File: config.mk
export PLATFORM = sky130hd
export DESIGN_NAME = disp_scan_ctrl
export DESIGN_NICKNAME = d
export VERILOG_FILES = /design/src/rtl/disp_pkg.sv /design/src/rtl/bcd_seg_dec.sv /design/src/rtl/disp_scan_ctrl.sv
export SDC_FILE = /design/constraint.sdc
export NUM_CORES = 1
export LEC_CHECK = 0
export ABC_CLOCK_PERIOD_IN_PS = 2420
export CAP_MARGIN = 20
export CORE_AREA = 5 5 91 93
export CTS_BUF_LIST = sky130_fd_sc_hd__clkbuf_16
export CTS_CLUSTER_DIAMETER = 150
export DETAILED_ROUTE_END_ITERATION = 10
export DIE_AREA = 0 0 96 98
export GPL_ROUTABILITY_DRIVEN = 0
export GPL_TIMING_DRIVEN = 0
export MAX_ROUTING_LAYER = met4
export PLACE_DENSITY = 0.85
export SETUP_SLACK_MARGIN = 0.2
export SLEW_MARGIN = 20
export SYNTH_ARGS = -nofsm -noshare
export SYNTH_HDL_FRONTEND = slang
export SYNTH_SLANG_ARGS = --single-unit
File: constraint.sdc
create_clock -name clk -period 2.42 [get_ports clk]
set_input_delay 0.605 -clock clk [delete_from_list [all_inputs] [get_ports clk]]
set_output_delay 0.605 -clock clk [all_outputs]
set_load 0.01 [all_outputs]
File: src/rtl/disp_pkg.sv
// Shared constants for the 7-segment scan path: active-low segment patterns
// (a..g in bits 7..1, dp in bit 0) and the per-slot phase type.
package disp_pkg;

    localparam int unsigned SEG_A_BIT  = 7;
    localparam int unsigned SEG_B_BIT  = 6;
    localparam int unsigned SEG_C_BIT  = 5;
    localparam int unsigned SEG_D_BIT  = 4;
    localparam int unsigned SEG_E_BIT  = 3;
    localparam int unsigned SEG_F_BIT  = 2;
    localparam int unsigned SEG_G_BIT  = 1;
    localparam int unsigned SEG_DP_BIT = 0;

    localparam logic [7:0] SEG_0    = 8'b0000_0011;
    localparam logic [7:0] SEG_1    = 8'b1001_1111;
    localparam logic [7:0] SEG_2    = 8'b0010_0101;
    localparam logic [7:0] SEG_3    = 8'b0000_1101;
    localparam logic [7:0] SEG_4    = 8'b1001_1001;
    localparam logic [7:0] SEG_5    = 8'b0100_1001;
    localparam logic [7:0] SEG_6    = 8'b0100_0001;
    localparam logic [7:0] SEG_7    = 8'b0001_1111;
    localparam logic [7:0] SEG_8    = 8'b0000_0001;
    localparam logic [7:0] SEG_9    = 8'b0000_1001;
    localparam logic [7:0] SEG_DASH = 8'b1111_1101;
    localparam logic [7:0] SEG_OFF  = 8'hFF;

    typedef enum logic {
        PH_BLANK,
        PH_SHOW
    } slot_phase_e;

endpackage

File: src/rtl/bcd_seg_dec.sv
// BCD to active-low a..g decoder; codes 10-15 show a dash.
module bcd_seg_dec
    import disp_pkg::*;
(
    input  logic [3:0] bcd,
    output logic [6:0] seg
);

    always_comb begin
        case (bcd)
            4'd0:    seg = SEG_0[SEG_A_BIT:SEG_G_BIT];
            4'd1:    seg = SEG_1[SEG_A_BIT:SEG_G_BIT];
            4'd2:    seg = SEG_2[SEG_A_BIT:SEG_G_BIT];
            4'd3:    seg = SEG_3[SEG_A_BIT:SEG_G_BIT];
            4'd4:    seg = SEG_4[SEG_A_BIT:SEG_G_BIT];
            4'd5:    seg = SEG_5[SEG_A_BIT:SEG_G_BIT];
            4'd6:    seg = SEG_6[SEG_A_BIT:SEG_G_BIT];
            4'd7:    seg = SEG_7[SEG_A_BIT:SEG_G_BIT];
            4'd8:    seg = SEG_8[SEG_A_BIT:SEG_G_BIT];
            4'd9:    seg = SEG_9[SEG_A_BIT:SEG_G_BIT];
            default: seg = SEG_DASH[SEG_A_BIT:SEG_G_BIT];
        endcase
    end

endmodule

File: src/rtl/disp_scan_ctrl.sv
// Multiplexed common-anode display scanner with double-buffered frame,
// blank gap per slot, leading-zero suppression, blink and decimal points.
module disp_scan_ctrl
    import disp_pkg::*;
#(
    parameter int unsigned NUM_DIGITS   = 4,
    parameter int unsigned SCAN_DIV     = 50000,
    parameter int unsigned BLANK_CYC    = 64,
    parameter int unsigned BLINK_FRAMES = 125
) (
    input  logic                    clk,
    input  logic                    rst,
    input  logic [4*NUM_DIGITS-1:0] digits_in,
    input  logic [NUM_DIGITS-1:0]   dp_in,
    input  logic [NUM_DIGITS-1:0]   blink_mask,
    input  logic                    lz_blank,
    input  logic                    update,
    output logic                    upd_ack,
    output logic [NUM_DIGITS-1:0]   an,
    output logic [7:0]              seg,
    output logic                    frame_done
);

    localparam int unsigned DIV_W  = (SCAN_DIV > 1) ? $clog2(SCAN_DIV) : 1;
    localparam int unsigned SLOT_W = (NUM_DIGITS > 1) ? $clog2(NUM_DIGITS) : 1;
    localparam int unsigned FRM_W  = (BLINK_FRAMES > 1) ? $clog2(BLINK_FRAMES) : 1;

    logic [DIV_W-1:0]        div_cnt;
    logic [SLOT_W-1:0]       slot;
    logic [FRM_W-1:0]        frame_cnt;
    logic                    blink_phase;
    logic [4*NUM_DIGITS-1:0] stage_dig, disp_dig;
    logic [NUM_DIGITS-1:0]   stage_dp, disp_dp;
    logic                    pending;

    logic                    slot_end, boundary;
    logic [NUM_DIGITS-1:0]   lz_mask;
    logic                    nz_seen;
    logic [3:0]              cur_bcd;
    logic                    cur_dp, cur_dark;
    logic [6:0]              dec_seg;
    slot_phase_e             phase;
    logic [NUM_DIGITS-1:0]   an_nxt;
    logic [7:0]              seg_nxt;

    assign slot_end   = (div_cnt == DIV_W'(SCAN_DIV - 1));
    assign boundary   = slot_end && (slot == SLOT_W'(NUM_DIGITS - 1));
    assign frame_done = boundary & ~rst;
    assign upd_ack    = boundary & ~rst & (pending | update);

    // Suppress from the top digit down until the first nonzero; digit 0 always shows.
    always_comb begin
        lz_mask = '0;
        nz_seen = 1'b0;
        for (int unsigned i = NUM_DIGITS - 1; i >= 1; i--) begin
            nz_seen    = nz_seen | (disp_dig[4*i +: 4] != 4'd0);
            lz_mask[i] = lz_blank & ~nz_seen;
        end
    end

    always_comb begin
        cur_bcd  = '0;
        cur_dp   = 1'b0;
        cur_dark = 1'b0;
        for (int unsigned i = 0; i < NUM_DIGITS; i++) begin
            if (slot == SLOT_W'(i)) begin
                cur_bcd  = disp_dig[4*i +: 4];
                cur_dp   = disp_dp[i];
                cur_dark = lz_mask[i] | (blink_phase & blink_mask[i]);
            end
        end
    end

    bcd_seg_dec u_dec (
        .bcd (cur_bcd),
        .seg (dec_seg)
    );

    always_comb begin
        phase   = (div_cnt < DIV_W'(BLANK_CYC)) ? PH_BLANK : PH_SHOW;
        an_nxt  = '1;
        seg_nxt = SEG_OFF;
        if (phase == PH_SHOW && !cur_dark) begin
            an_nxt                         = ~(NUM_DIGITS'(1) << slot);
            seg_nxt[SEG_A_BIT:SEG_G_BIT]   = dec_seg;
            seg_nxt[SEG_DP_BIT]            = ~cur_dp;
        end
    end

    always_ff @(posedge clk) begin
        if (rst) begin
            an          <= '1;
            seg         <= SEG_OFF;
            div_cnt     <= '0;
            slot        <= '0;
            frame_cnt   <= '0;
            blink_phase <= 1'b0;
            stage_dig   <= '0;
            stage_dp    <= '0;
            disp_dig    <= '0;
            disp_dp     <= '0;
            pending     <= 1'b0;
        end else begin
            an  <= an_nxt;
            seg <= seg_nxt;

            if (slot_end) begin
                div_cnt <= '0;
                slot    <= (slot == SLOT_W'(NUM_DIGITS - 1)) ? '0 : slot + 1'b1;
            end else begin
                div_cnt <= div_cnt + 1'b1;
            end

            if (boundary) begin
                if (frame_cnt == FRM_W'(BLINK_FRAMES - 1)) begin
                    frame_cnt   <= '0;
                    blink_phase <= ~blink_phase;
                end else begin
                    frame_cnt <= frame_cnt + 1'b1;
                end
            end

            // An update landing on the boundary bypasses staging straight to display.
            if (update) begin
                stage_dig <= digits_in;
                stage_dp  <= dp_in;
            end
            if (boundary && update) begin
                disp_dig <= digits_in;
                disp_dp  <= dp_in;
                pending  <= 1'b0;
            end else if (boundary && pending) begin
                disp_dig <= stage_dig;
                disp_dp  <= stage_dp;
                pending  <= 1'b0;
            end else if (update) begin
                pending <= 1'b1;
            end
        end
    end

endmodule
---- Word level (Yosys, flattened, before mapping) ----
Memories as Yosys holds them, arrays and structs flattened. A register that Yosys moved wholly into a read port is not among the register bits.
Index checks and enable logic that the tools add are counted.
word-level totals
  register bits after elaboration ......... 79
  ROM bits ................................ 112
  bits of input ports ..................... 28
  output and inout port bits .............. 14
  logic and storage cells ................. 78
  memories kept ........................... 1
memories
  name             words  bits a word  rd ports  clocked after Yosys merged registers in  write ports  line               RTL
  (no name shown)  16     7            1         1                                        0            bcd_seg_dec.sv:10  case (bcd)
operators by class
  add/subtract/negate cells ............... 3
  order comparisons ....................... 1
  eq/ne operators ......................... 5
  shifts and indexed selects .............. 1
  multiplexer cells ....................... 19
  bitwise gates (word level) .............. 23
  reductions and logical operators ........ 14
operator list
  operator                 number
  $mux W16                 2
  $mux W4                  6
  $add A16 B1 Y16 const B  1
  $eq A16 B16 Y1 const B   1
  $lt A16 B7 Y1 const B    1
  $reduce_bool A4 Y1       3
  $and A1 B1 Y1            9
  $mux W1                  9
  $add A7 B1 Y7 const B    1
  $eq A7 B7 Y1 const B     1
  $mux W7                  1
  $not A1 Y1               7
  $or A1 B1 Y1             6
  $eq A2 B2 Y1 const B     2
  $logic_and A1 B1 Y1      4
  $not A4 Y4               1
  $reduce_or A2 Y1         2
  $shl A1 B2 Y4 const A    1
  $reduce_or A3 Y1         1
  $add A2 B1 Y2 const B    1
  $eq A2 B1 Y1 const B     1
  $logic_not A2 Y1         1
  $mux W2                  1
  $reduce_and A2 Y1        1
  2 further kinds          2

---- Longest topological paths before layout ----
Gate-level depths: netlist of the first run.
  depth after elaboration ................. 13
  gate-level depth with buffers ........... 9

---- By module ----
A second synthesis of the first run with hierarchy kept.
second synthesis, totals
  cells, all modules ...................... 416
  area, all modules ....................... 3,742.3 um^2
by module, submodules not included
  module          instances  cells each  area an instance (um^2)  sequential area each (um^2)
  disp_scan_ctrl  1          385         3,512.1                  1,581.5
  bcd_seg_dec     1          31          230.2                    0.0

---- Least setup slack after synthesis of the first run ----
OpenSTA, ideal clock, no wires.
  path type ............................... input to output
  start point ............................. input update
  end point ............................... output upd_ack
  arrival ................................. 2.035 ns
  required time ........................... 1.815 ns
  slack ................................... -0.220 ns
  cell stages on the path ................. 5
  path through ............................ clkbuf_1 buf_1 clkbuf_1 o21bai_1 nor2_1
between the ends
  longest elaborated chain between the ends .. 2
RTL lines
  item             line                  RTL
  start, declared  disp_scan_ctrl.sv:17  input logic update,
  $or A1 B1 Y1     disp_scan_ctrl.sv:49  assign upd_ack = boundary & ~rst & (pending | update);
  $and A1 B1 Y1    disp_scan_ctrl.sv:49
  end, declared    disp_scan_ctrl.sv:18  output logic upd_ack,
No other way between the ends.

---- Worst setup path after layout of the first run ----
  start point ............................. register div_cnt[13]
  end point ............................... output frame_done
between the ends
  longest elaborated chain between the ends .. 3
RTL lines
  item                    line                   RTL
  start, declared         disp_scan_ctrl.sv:28   logic [DIV_W-1:0] div_cnt;
  start signal, assigned  disp_scan_ctrl.sv:111  div_cnt <= div_cnt + 1'b1;
  $eq A16 B16 Y1          disp_scan_ctrl.sv:46   assign slot_end = (div_cnt == DIV_W'(SCAN_DIV - 1));
  $logic_and A1 B1 Y1     disp_scan_ctrl.sv:47   assign boundary = slot_end && (slot == SLOT_W'(NUM_DIGITS - 1));
  $and A1 B1 Y1           disp_scan_ctrl.sv:48   assign frame_done = boundary & ~rst;
  end, declared           disp_scan_ctrl.sv:21   output logic frame_done
No other way between the ends.

==> results.json, run 1 <==
{
  "drtPass1Iterations": 6,
  "synth_ff_type": "dfxtp_1",
  "cts.clk_slew.worst_paths_ns": 0.06,
  "post-route-min-period_ns": 2.784,
  "critical_path_peak_fanout": 3,
  "swShare_pct": 20.61,
  "wl_per_cell_um": 16.96,
  "synthSimpleGateAreaFrac_pct": 23.09,
  "clockBufferDepth": 2,
  "cp_cell_sequence": "or4_4 -> or3_4 -> or3_4 -> nor2_4 -> buf_6",
  "async_flop_share_pct": 0,
  "via_per_inst": 5.772,
  "grt_pass1_vias": 3182,
  "dp.final_hpwl_um": 5848,
  "r2r_slack_ns": 0.08,
  "worst_slew_pin_slew_ns": 0.7973,
  "dieHeight_um": 98,
  "place_inst": 543,
  "ys_types": 47,
  "die-width_um": 96,
  "internal_power_w": 0.002288,
  "overflow": 0,
  "setup_ws_ns": -0.3643,
  "synth-xor-area-share_pct": 3.423,
  "critical_path_arrival_ns": 2.18,
  "rsz0062_at_grt": "yes",
  "drc_errors": 0,
  "hold_path_startpoint": "div_cnt[0]",
  "outcome": "finished with violations",
  "critPathSlowestCell": "or4_4",
  "mappedNetlistArea_sq_um": 3582,
  "avgSynthCellArea_sq_um": 8.911,
  "fin_crit_sh_pct": 115.1,
  "drt_iter0_markers": 235,
  "grt_usage_pct": 20.09,
  "fp.dieArea_sq_um": 9408,
  "finalHoldViolCount": 0,
  "area_delta_synth_final_pct": 31.02,
  "synth_edf_count": 0,
  "holdWs_ns": 0.4526,
  "slowest_delay_ns": 0.54,
  "clkLatencyLatePin_ns": 0.34,
  "antenna_found_initial": 0,
  "num_antenna_cells": 0,
  "io_pins": 42,
  "routed_wl_um": 9822,
  "dr_total_vias": 3342,
  "ys_ff_latch": 79,
  "vdd_ir_drop_max_v": 0.0004246,
  "leakagePower_nw": 1.842,
  "synth_most_common_cell": "dfxtp_1",
  "cts_num_sinks": 79,
  "h-tree-depth": 3,
  "hold_buffers": 0,
  "seqPwrFrac_pct": 46.4,
  "slew_headroom_pct": 46.53,
  "r2r_end": "blink_phase",
  "max-cap-violations": 0,
  "synth_top_area_share_pct": 44.15,
  "path_delay_family": "simple AND/OR/NAND/NOR gates",
  "yosysSeqAreaShare_pct": 44.15,
  "holdCritPathClass": "flip-flop to flip-flop",
  "grt_max_degree": 13,
  "netlist_instances": 402,
  "end_kind": "primary output",
  "start_kind": "flip-flop",
  "yosysWarnings": 0,
  "cellPowerDensity_nw_per_um2": 614.0,
  "synth.net_count": 443,
  "cts_buffers": 9,
  "worstPathRequired_ns": 1.81,
  "r2r_start": "div_cnt[13]",
  "p_comb_share_pct": 5.4,
  "synthMuxAreaShare_pct": 5.868,
  "synth_common_cells": "79 x dfxtp_1, 60 x nor2_1, 26 x nand2_1, 22 x o21ai_0, 21 x mux2i_1",
  "rows": 32,
  "synth_fa_ha_area_share_pct": 4.541,
  "hold_depth": 1,
  "drv_slew": 0,
  "synth-compound-area-share_pct": 15.02,
  "root_buffer": "clkbuf_16",
  "yosysTopAreaCell": "dfxtp_1",
  "clockPowerShare_pct": 48.2,
  "io_buffers": 39,
  "max_freq_mhz": 359.2,
  "crit_type": "flip-flop to primary output",
  "ff2ff_path_depth": 6,
  "start_util_pct": 48.10,
  "crit_top_cell": "or3_4",
  "final_cells": 579,
  "cp_num_buf_inv": 1,
  "clock_skew_ns": 0.004904,
  "synth_top_family_by_area": "simple AND/OR/NAND/NOR gates",
  "synth_area_leaders": "dfxtp_1 44%, nor2_1 6.3%, mux2i_1 5.9%, ha_1 4.5%, o21ai_0 3.1%",
  "core_region_area_sq_um": 7447,
  "finalSetupViolations": 2,
  "failed_checks": "setup timing",
  "drive_above_1_share_pct": 16.14,
  "p_sw_w": 0.0005941,
  "cts_tree": "done",
  "holdPathEnd": "div_cnt[0]",
  "grt_pass1_wl_um": 14710,
  "ant_nets": 0,
  "nNetsFinal": 514
}
[how the worst max path moves through the flow]
stage | startpoint | endpoint | cells after the start
after floorplan | div_cnt[10] | frame_done | 4
after global placement | slot[0] | frame_done | 7
final | div_cnt[13] | frame_done | 5
after global routing | slot[0] | frame_done | 7
after CTS | div_cnt[13] | frame_done | 5
after detailed placement | slot[0] | frame_done | 7
[worst reg2reg max path: stages, from the launching register on]
cell and delay, ns:
dfxtp_2 0.32, or4_4 0.54, buf_4 0.16, nor3_2 0.36
nand3_2 0.27, or3_1 0.43, a21oi_1 0.18
[state kept, by name, summed over array words and instances, names as in the netlist]
register / count
blink_phase: 1
disp_dig: 16
slot: 2
stage_dp: 4
an: 4
pending: 1
div_cnt: 16
disp_dp: 4
frame_cnt: 7
seg: 8
stage_dig: 16
[layout by cell type (no fill, tap or decap), drive strengths merged, types with 3 or more instances in the layout]
cell type,count
nor3b,3
nand4,6
buf,30
nand4b,3
a211o,3
xnor2,10
xor2,4
nand2,26
nor2b,6
nor4,5
nor2,60
ha,13
mux2i,21
o22ai,14
dfxtp,79
clkdlybuf4s50,37
o21ai,22
nand3b,6
a21oi,13
inv,16
clkbuf,22
a211oi,20
nor3,6
or3,6
and3,8
nand3,9
nand2b,8
[power groups by stage]
stage | Combinational (W) | Sequential (W) | Clock [W]
after floorplan | 0.0000844 | 0.00136 | 0
after CTS | 0.000153 | 0.00134 | 0.00139
after global routing | 0.000169 | 0.00134 | 0.00146
after detailed placement | 0.000151 | 0.00137 | 0
final | 0.000155 | 0.00134 | 0.00139
after global placement | 0.000148 | 0.00136 | 0
[layer usage]
layer  up-vias  global-route usage [%]  share of wire (%)
met5         -                       -                  0
met4         0                   9.737                3.1
met3        37                   4.700                6.1
met2       161                   31.65                 50
met1      1581                   23.80                 40
li1       1563                       -                  -
[cell families after synthesis]
kind of cell             Yosys count
AND/OR/NAND/NOR                  161
AO/OA/AOI/OAI                     80
flip-flops                        79
buffers and inverters             34
multiplexers                      21
XOR/XNOR                          14
adder cells (fa/ha/maj)           13
[through the flow]
stage / util [%] / total power (W) / instance area (sq um) / worst slack [ns] / TNS (ns)
6_report: 63.02 / 0.002882 / 4693 / -0.3643 / -0.6940
3_5_place_dp: 55.38 / 0.001517 / 4124 / -0.7035 / -1.364
2_1_floorplan: - / 0.001447 / 3606 / 0.1036 / 0
4_1_cts: 60.95 / 0.002884 / 4539 / -0.4060 / -0.8032
3_3_place_gp: 55.38 / 0.001513 / 4124 / -0.6280 / -1.232
5_1_grt: 63.02 / 0.002966 / 4693 / -0.4042 / -1.033
[layout make-up]
cell class	instances	area, sq um
plain buffers	20	112.6
clock buffers	9	225.2
clock inverters	6	78.83
fillers	575	2754
inverters	14	52.55
multi-input cells	289	1936
flip-flops and latches	79	1588
well taps	102	127.6
repair buffers	60	573.1
[what timing repair did]
action,in CTS,in global routing
pin swaps,8,15
buffers inserted,12,8
endpoints found under the setup margin,43,50
cloned,0,1
resized for setup,18,36
Power figures use the tool's default switching activity.
==> run 2, diff against run 1 <==
--- a/config.mk
+++ b/config.mk
@@ -7,11 +7,11 @@
 export LEC_CHECK = 0
 export ABC_CLOCK_PERIOD_IN_PS = 2420
 export CAP_MARGIN = 20
-export CORE_AREA = 5 5 91 93
+export CORE_AREA = 2 2 88 90
 export CTS_BUF_LIST = sky130_fd_sc_hd__clkbuf_16
 export CTS_CLUSTER_DIAMETER = 150
 export DETAILED_ROUTE_END_ITERATION = 10
-export DIE_AREA = 0 0 96 98
+export DIE_AREA = 0 0 90 92
 export GPL_ROUTABILITY_DRIVEN = 0
 export GPL_TIMING_DRIVEN = 0
 export MAX_ROUTING_LAYER = met4
==> run 2 against run 1 <==
  * The flow still finishes with violations (setup timing)
  * Critical path type unchanged
  * Sequential power about the same
  * Core utilization fell by 1.0 points
  * Hold slack got worse by 0.015 ns
  * Sequential cell count unchanged
  * Register-to-register slack gained 0.15 ns
  * Clock power shrank 6%
  * Combinational power down 3%
  * Clock skew up 0.0033 ns
  * Via count fell by 5.2%
  * Wire length shrank 15%
  * Critical path depth unchanged
  * Critical endpoint is now upd_ack
  * Maximum frequency increased by 2.4%
==> results.json, run 2 (synthesis results as in run 1) <==
{
  "setup_ws_ns": -0.2983,
  "cts_num_sinks": 79,
  "core_region_area_sq_um": 7447,
  "ff2ff_path_depth": 10,
  "fin_crit_sh_pct": 112.3,
  "failed_checks": "setup timing",
  "grt_pass1_wl_um": 13590,
  "critical_path_peak_fanout": 3,
  "die-width_um": 90,
  "clkLatencyLatePin_ns": 0.33,
  "leakagePower_nw": 1.786,
  "start_util_pct": 48.10,
  "top_regs": "disp_dig: 16 flops, div_cnt: 16 flops, stage_dig: 16 flops",
  "slowest_delay_ns": 0.53,
  "cts_buffers": 9,
  "worstPathRequired_ns": 1.81,
  "internal_power_w": 0.002191,
  "drt_iter0_markers": 212,
  "cp_num_buf_inv": 1,
  "crit_top_cell": "or3_4",
  "cp.depth": 5,
  "fp.dieArea_sq_um": 8280,
  "drtPass1Iterations": 4,
  "path_delay_family": "simple AND/OR/NAND/NOR gates",
  "antenna_found_initial": 0,
  "worst_slew_pin_slew_ns": 0.6546,
  "ant_nets": 0,
  "dieHeight_um": 92,
  "critical_path_arrival_ns": 2.11,
  "cp_cell_sequence": "or4_4 -> or3_4 -> or3_4 -> nor2_4 -> buf_6",
  "cellPowerDensity_nw_per_um2": 603.9,
  "final_util_pct": 61.98,
  "critPathSlowestCell": "or4_4",
  "layout_commonest_cell": "dfxtp_1",
  "vdd_ir_drop_max_v": 0.0004316,
  "wl_per_cell_um": 14.60,
  "p_comb_share_pct": 5.4,
  "swShare_pct": 21.40,
  "rsz0062_at_grt": "yes",
  "routed_wl_um": 8393,
  "cts.clk_slew.worst_paths_ns": 0.06,
  "outcome": "finished with violations",
  "rows": 32,
  "io_pins": 42,
  "via_per_inst": 5.511,
  "overflow": 0,
  "drv_slew": 0,
  "io_buffers": 39,
  "p_sw_w": 0.0005964,
  "drc_errors": 0,
  "fill_cells": 592,
  "max_freq_mhz": 367.9,
  "finalSetupViolations": 2,
  "post-route-min-period_ns": 2.718,
  "holdCritPathClass": "flip-flop to flip-flop",
  "start_kind": "flip-flop",
  "dp.final_hpwl_um": 5866,
  "clockBufferDepth": 2,
  "area_delta_synth_final_pct": 28.85,
  "clockPowerShare_pct": 46.6,
  "cts_tree": "done",
  "drive_above_1_share_pct": 15.64,
  "finalHoldViolCount": 0,
  "holdWs_ns": 0.4375,
  "num_antenna_cells": 0,
  "end_kind": "primary output",
  "seqPwrFrac_pct": 48.0,
  "hold_depth": 1,
  "nNetsFinal": 509,
  "grt_pass1_vias": 3013,
  "dr_total_vias": 3169,
  "slew_headroom_pct": 55.96,
  "grt_usage_pct": 20.95,
  "root_buffer": "clkbuf_16",
  "grt_max_degree": 14,
  "final_cell_mix": "75 x dfxtp_1, 58 x nor2_1, 37 x clkdlybuf4s50_1, 26 x nand2_1",
  "final_area_sq_um": 4616,
  "max-cap-violations": 0,
  "crit_type": "flip-flop to primary output",
  "dpl_cell_area_sq_um": 4124,
  "clock_skew_ns": 0.008172,
  "h-tree-depth": 3
}
-- run 2: cell types whose count changed in the layout (fill, tap and decap cells not counted), moves of 2 or more --
| cell | before | now |
|---|---|---|
| inv_1 | 16 | 13 |
| clkinv_2 | 0 | 2 |
| o21ai_0 | 19 | 21 |
| buf_6 | 11 | 4 |
| o21ai_1 | 3 | 1 |
| buf_4 | 17 | 19 |
-- run 2: path summary, 6_finish.rpt --
| path | start | slack, ns | endpoint |
|---|---|---|---|
| worst max-delay path | div_cnt[13] | -0.30 | upd_ack |
| worst min-delay path | div_cnt[0] | 0.44 | div_cnt[0] |
| worst max register to register | slot[0] | 0.23 | seg[3] |
| worst min register to register | div_cnt[0] | 0.44 | div_cnt[0] |
-- run 2: power by group through the flow --
| stage | Sequential [W] | Clock (W) | Combinational (W) |
|---|---|---|---|
| 3_5_place_dp | 0.00137 | 0 | 0.000150 |
| 6_report | 0.00134 | 0.00130 | 0.000151 |
| 5_1_grt | 0.00134 | 0.00137 | 0.000165 |
| 2_1_floorplan | 0.00136 | 0 | 0.0000844 |
| 3_3_place_gp | 0.00136 | 0 | 0.000148 |
| 4_1_cts | 0.00134 | 0.00132 | 0.000152 |
-- run 2: worst reg2reg max path, stage by stage (launching register included) --
cell and delay [ns]:
dfxtp_2 0.35, inv_1 0.10, ha_2 0.22, buf_4 0.18, a211oi_2 0.21, a211o_1 0.23, buf_4 0.15, ha_1 0.16
nor2_1 0.06, a211oi_1 0.27, o21ai_1 0.13
-- run 2: repair_timing --
item / in CTS / in global routing
setup buffers: 9 / 7
resized for setup: 19 / 26
hold buffers: 0 / 0
pin swaps: 9 / 6
endpoints found under the setup margin: 42 / 39
-- run 2: layout make-up --
| type | count | area, sq um | share of cell area (%) |
|---|---|---|---|
| Buffer | 20 | 108.9 | 2.358 |
| Tap cell | 102 | 127.6 | 2.765 |
| Sequential cell | 79 | 1587 | 34.37 |
| Clock buffer | 9 | 225.2 | 4.879 |
| Clock inverter | 7 | 63.81 | 1.382 |
| Multi-Input combinational cell | 289 | 1938 | 41.99 |
| Inverter | 14 | 52.55 | 1.139 |
| Timing Repair Buffer | 55 | 513.0 | 11.11 |
-- run 2: per-stage QoR --
step	setup slack (ns)	cells	TNS, ns	total power, W
after floorplan	0.1036	402	0	0.001447
after global placement	-0.6254	543	-1.227	0.001513
after detailed placement	-0.6234	543	-1.224	0.001516
after CTS	-0.4253	568	-0.8261	0.002805
after global routing	-0.3482	575	-0.6787	0.002876
final	-0.2983	575	-0.5953	0.002787
-- run 2: metal layers --
metal  GRT usage [%]  vias to the layer above  wire length, um
met1           23.74                     1518             3611
met5               -                        -                0
met4           8.718                        0              170
met2           35.59                       77             4249
li1                -                     1558                -
met3           5.177                       16              361
==> run 3, diff against run 2 <==
--- a/config.mk
+++ b/config.mk
@@ -5,7 +5,7 @@
 export SDC_FILE = /design/constraint.sdc
 export NUM_CORES = 1
 export LEC_CHECK = 0
-export ABC_CLOCK_PERIOD_IN_PS = 2420
+export ABC_CLOCK_PERIOD_IN_PS = 2900
 export CAP_MARGIN = 20
 export CORE_AREA = 2 2 88 90
 export CTS_BUF_LIST = sky130_fd_sc_hd__clkbuf_16
@@ -15,7 +15,7 @@
 export GPL_ROUTABILITY_DRIVEN = 0
 export GPL_TIMING_DRIVEN = 0
 export MAX_ROUTING_LAYER = met4
-export PLACE_DENSITY = 0.85
+export PLACE_DENSITY = 0.82
 export SETUP_SLACK_MARGIN = 0.2
 export SLEW_MARGIN = 20
 export SYNTH_ARGS = -nofsm -noshare
==> constraint.sdc (replaced) <==
create_clock -name clk -period 2.9 [get_ports clk]
set_input_delay 0.725 -clock clk [delete_from_list [all_inputs] [get_ports clk]]
set_output_delay 0.725 -clock clk [all_outputs]
set_load 0.01 [all_outputs]
==> run 3 against run 2 <==
  * The run now ends clean
  * Clock-buffer cell count did not move
  * Final cell count fell by 2.1%
  * Via count fell by 2.8%
  * Setup slack improved by 0.31 ns
  * Non-clock buffer count fell by 12
  * First-iteration DRC count fell by 34%
  * Core utilization fell by 1.4 points
  * Register-to-register slack improved by 0.23 ns
  * Critical path type unchanged
  * Critical endpoint is now frame_done
  * Highest routed layer unchanged
==> results.json, run 3 (synthesis results as in run 1) <==
{
  "post-route-min-period_ns": 2.891,
  "cts_buffers": 9,
  "max_freq_mhz": 346.0,
  "holdWs_ns": 0.4402,
  "num_antenna_cells": 0,
  "drive_above_1_share_pct": 9.978,
  "critPathSlowestCell": "or4_4",
  "root_buffer": "clkbuf_16",
  "leakagePower_nw": 1.716,
  "antenna_found_initial": 0,
  "routed_wl_um": 8389,
  "met1_usage_pct": 22.71,
  "ff2ff_path_depth": 7,
  "grt_usage_pct": 21.70,
  "final_area_sq_um": 4509,
  "grt_pass1_vias": 3088,
  "dpl_cell_area_sq_um": 4103,
  "via_per_inst": 5.469,
  "hold_depth": 1,
  "drv_slew": 0,
  "crit_type": "flip-flop to primary output",
  "top_regs": "disp_dig: 16 flops, div_cnt: 16 flops, stage_dig: 16 flops",
  "dieHeight_um": 92,
  "critical_path_peak_fanout": 3,
  "drc_errors": 0,
  "area_delta_synth_final_pct": 25.88,
  "busiest_layer": "met2",
  "dp.final_hpwl_um": 5757,
  "setup_tns_ns": 0,
  "vdd_ir_drop_max_v": 0.0002809,
  "grt_util_met3_pct": 3.698,
  "grtUsageMet2_pct": 39.04,
  "clkLatencyLatePin_ns": 0.34,
  "clock_skew_ns": 0.006734,
  "rsz0062_at_grt": "yes",
  "final_util_pct": 60.55,
  "wl_per_cell_um": 14.90,
  "die-width_um": 90,
  "slew_headroom_pct": 56.61,
  "overflow": 0,
  "final_cell_mix": "77 x dfxtp_1, 58 x nor2_1, 37 x clkdlybuf4s50_1, 26 x nand2_1, 22 x o21ai_0",
  "dr_total_vias": 3079,
  "drtPass1Iterations": 4,
  "core_region_area_sq_um": 7447,
  "grt_max_degree": 14,
  "nNetsFinal": 497,
  "finalSetupViolations": 0,
  "cp_cell_sequence": "or4_4 -> or3_4 -> or3_4 -> nor2_2 -> buf_2",
  "start_util_pct": 48.10,
  "worst_slew_pin_slew_ns": 0.6469,
  "critical_path_arrival_ns": 2.17,
  "io_pins": 42,
  "cellPowerDensity_nw_per_um2": 576.6,
  "worstPathRequired_ns": 2.17,
  "grt_pass1_wl_um": 14080,
  "layout_commonest_cell": "dfxtp_1",
  "rows": 32,
  "cts.clk_slew.worst_paths_ns": 0.06,
  "start_kind": "flip-flop",
  "cts_tree": "done",
  "max-cap-violations": 0,
  "drt_iter0_markers": 140,
  "crit_top_cell": "or3_4",
  "slowest_delay_ns": 0.53,
  "ant_nets": 0,
  "holdCritPathClass": "flip-flop to flip-flop",
  "cts_num_sinks": 79,
  "outcome": "finished clean",
  "clockBufferDepth": 2,
  "end_kind": "primary output",
  "place_inst": 543,
  "finalHoldViolCount": 0,
  "io_buffers": 39,
  "h-tree-depth": 3,
  "fp.dieArea_sq_um": 8280,
  "fin_crit_sh_pct": 99.67,
  "final_cells": 563
}
[run 3: changes by cell type in the layout (fill, tap and decap cells not counted), sizes merged]
cell      change
buf          -15
bufinv        +3
clkbuf        +3
clkinv        -2
clkinvlp      -1
[run 3: area by class of cell]
type / instances / area, sq um
clock buffer: 9 / 225.2
buffer: 20 / 103.9
multi-input combinational: 289 / 1871
timing repair buffer: 43 / 410.4
sequential: 79 / 1584
inverter: 14 / 52.55
tap: 102 / 127.6
clock inverter: 7 / 135.1
fill: 616 / 2938
[run 3: layer usage]
layer / vias up / share of wire (%)
met4: 0 / 2.7
met1: 1465 / 42
met5: - / 0
met2: 58 / 52
met3: 22 / 3.5
li1: 1534 / -
[run 3: worst paths after layout]
kind	start	slack (ns)	endpoint
worst min-delay path	div_cnt[0]	0.44	div_cnt[0]
worst min register to register	div_cnt[0]	0.44	div_cnt[0]
worst max-delay path	div_cnt[10]	0.009	frame_done
worst max register to register	div_cnt[10]	0.46	div_cnt[10]
[run 3: timing repair]
item | 4_1_cts | 5_1_grt
setup endpoints to repair | 2 | 2
hold endpoints to repair | 0 | 0
setup buffers | 4 | 0
gates resized for setup | 15 | 6
hold buffers | 0 | 0
pin swaps | 5 | 0
[run 3: power by group]
part	switching [W]	leakage (nW)	internal, W	total, W
clock	0.000433	0.179	0.000923	0.00136
sequential	0.0000101	0.643	0.00111	0.00112
combinational	0.0000636	0.894	0.0000639	0.000127
[run 3: worst max-delay path, delay by kind of cell (launching register included)]
family / cells / cell delay, ns
buffers and inverters: 1 / 0.15
AND/OR/NAND/NOR: 4 / 1.36
flip-flops: 1 / 0.32
[run 3: per-stage QoR]
stage | power, W | worst slack (ns)
after floorplan | 0.001207 | 0.3335
after global placement | 0.001261 | -0.3089
after detailed placement | 0.001266 | -0.3392
after CTS | 0.002613 | 0.02632
after global routing | 0.002669 | -0.02096
final | 0.002600 | 0.009491
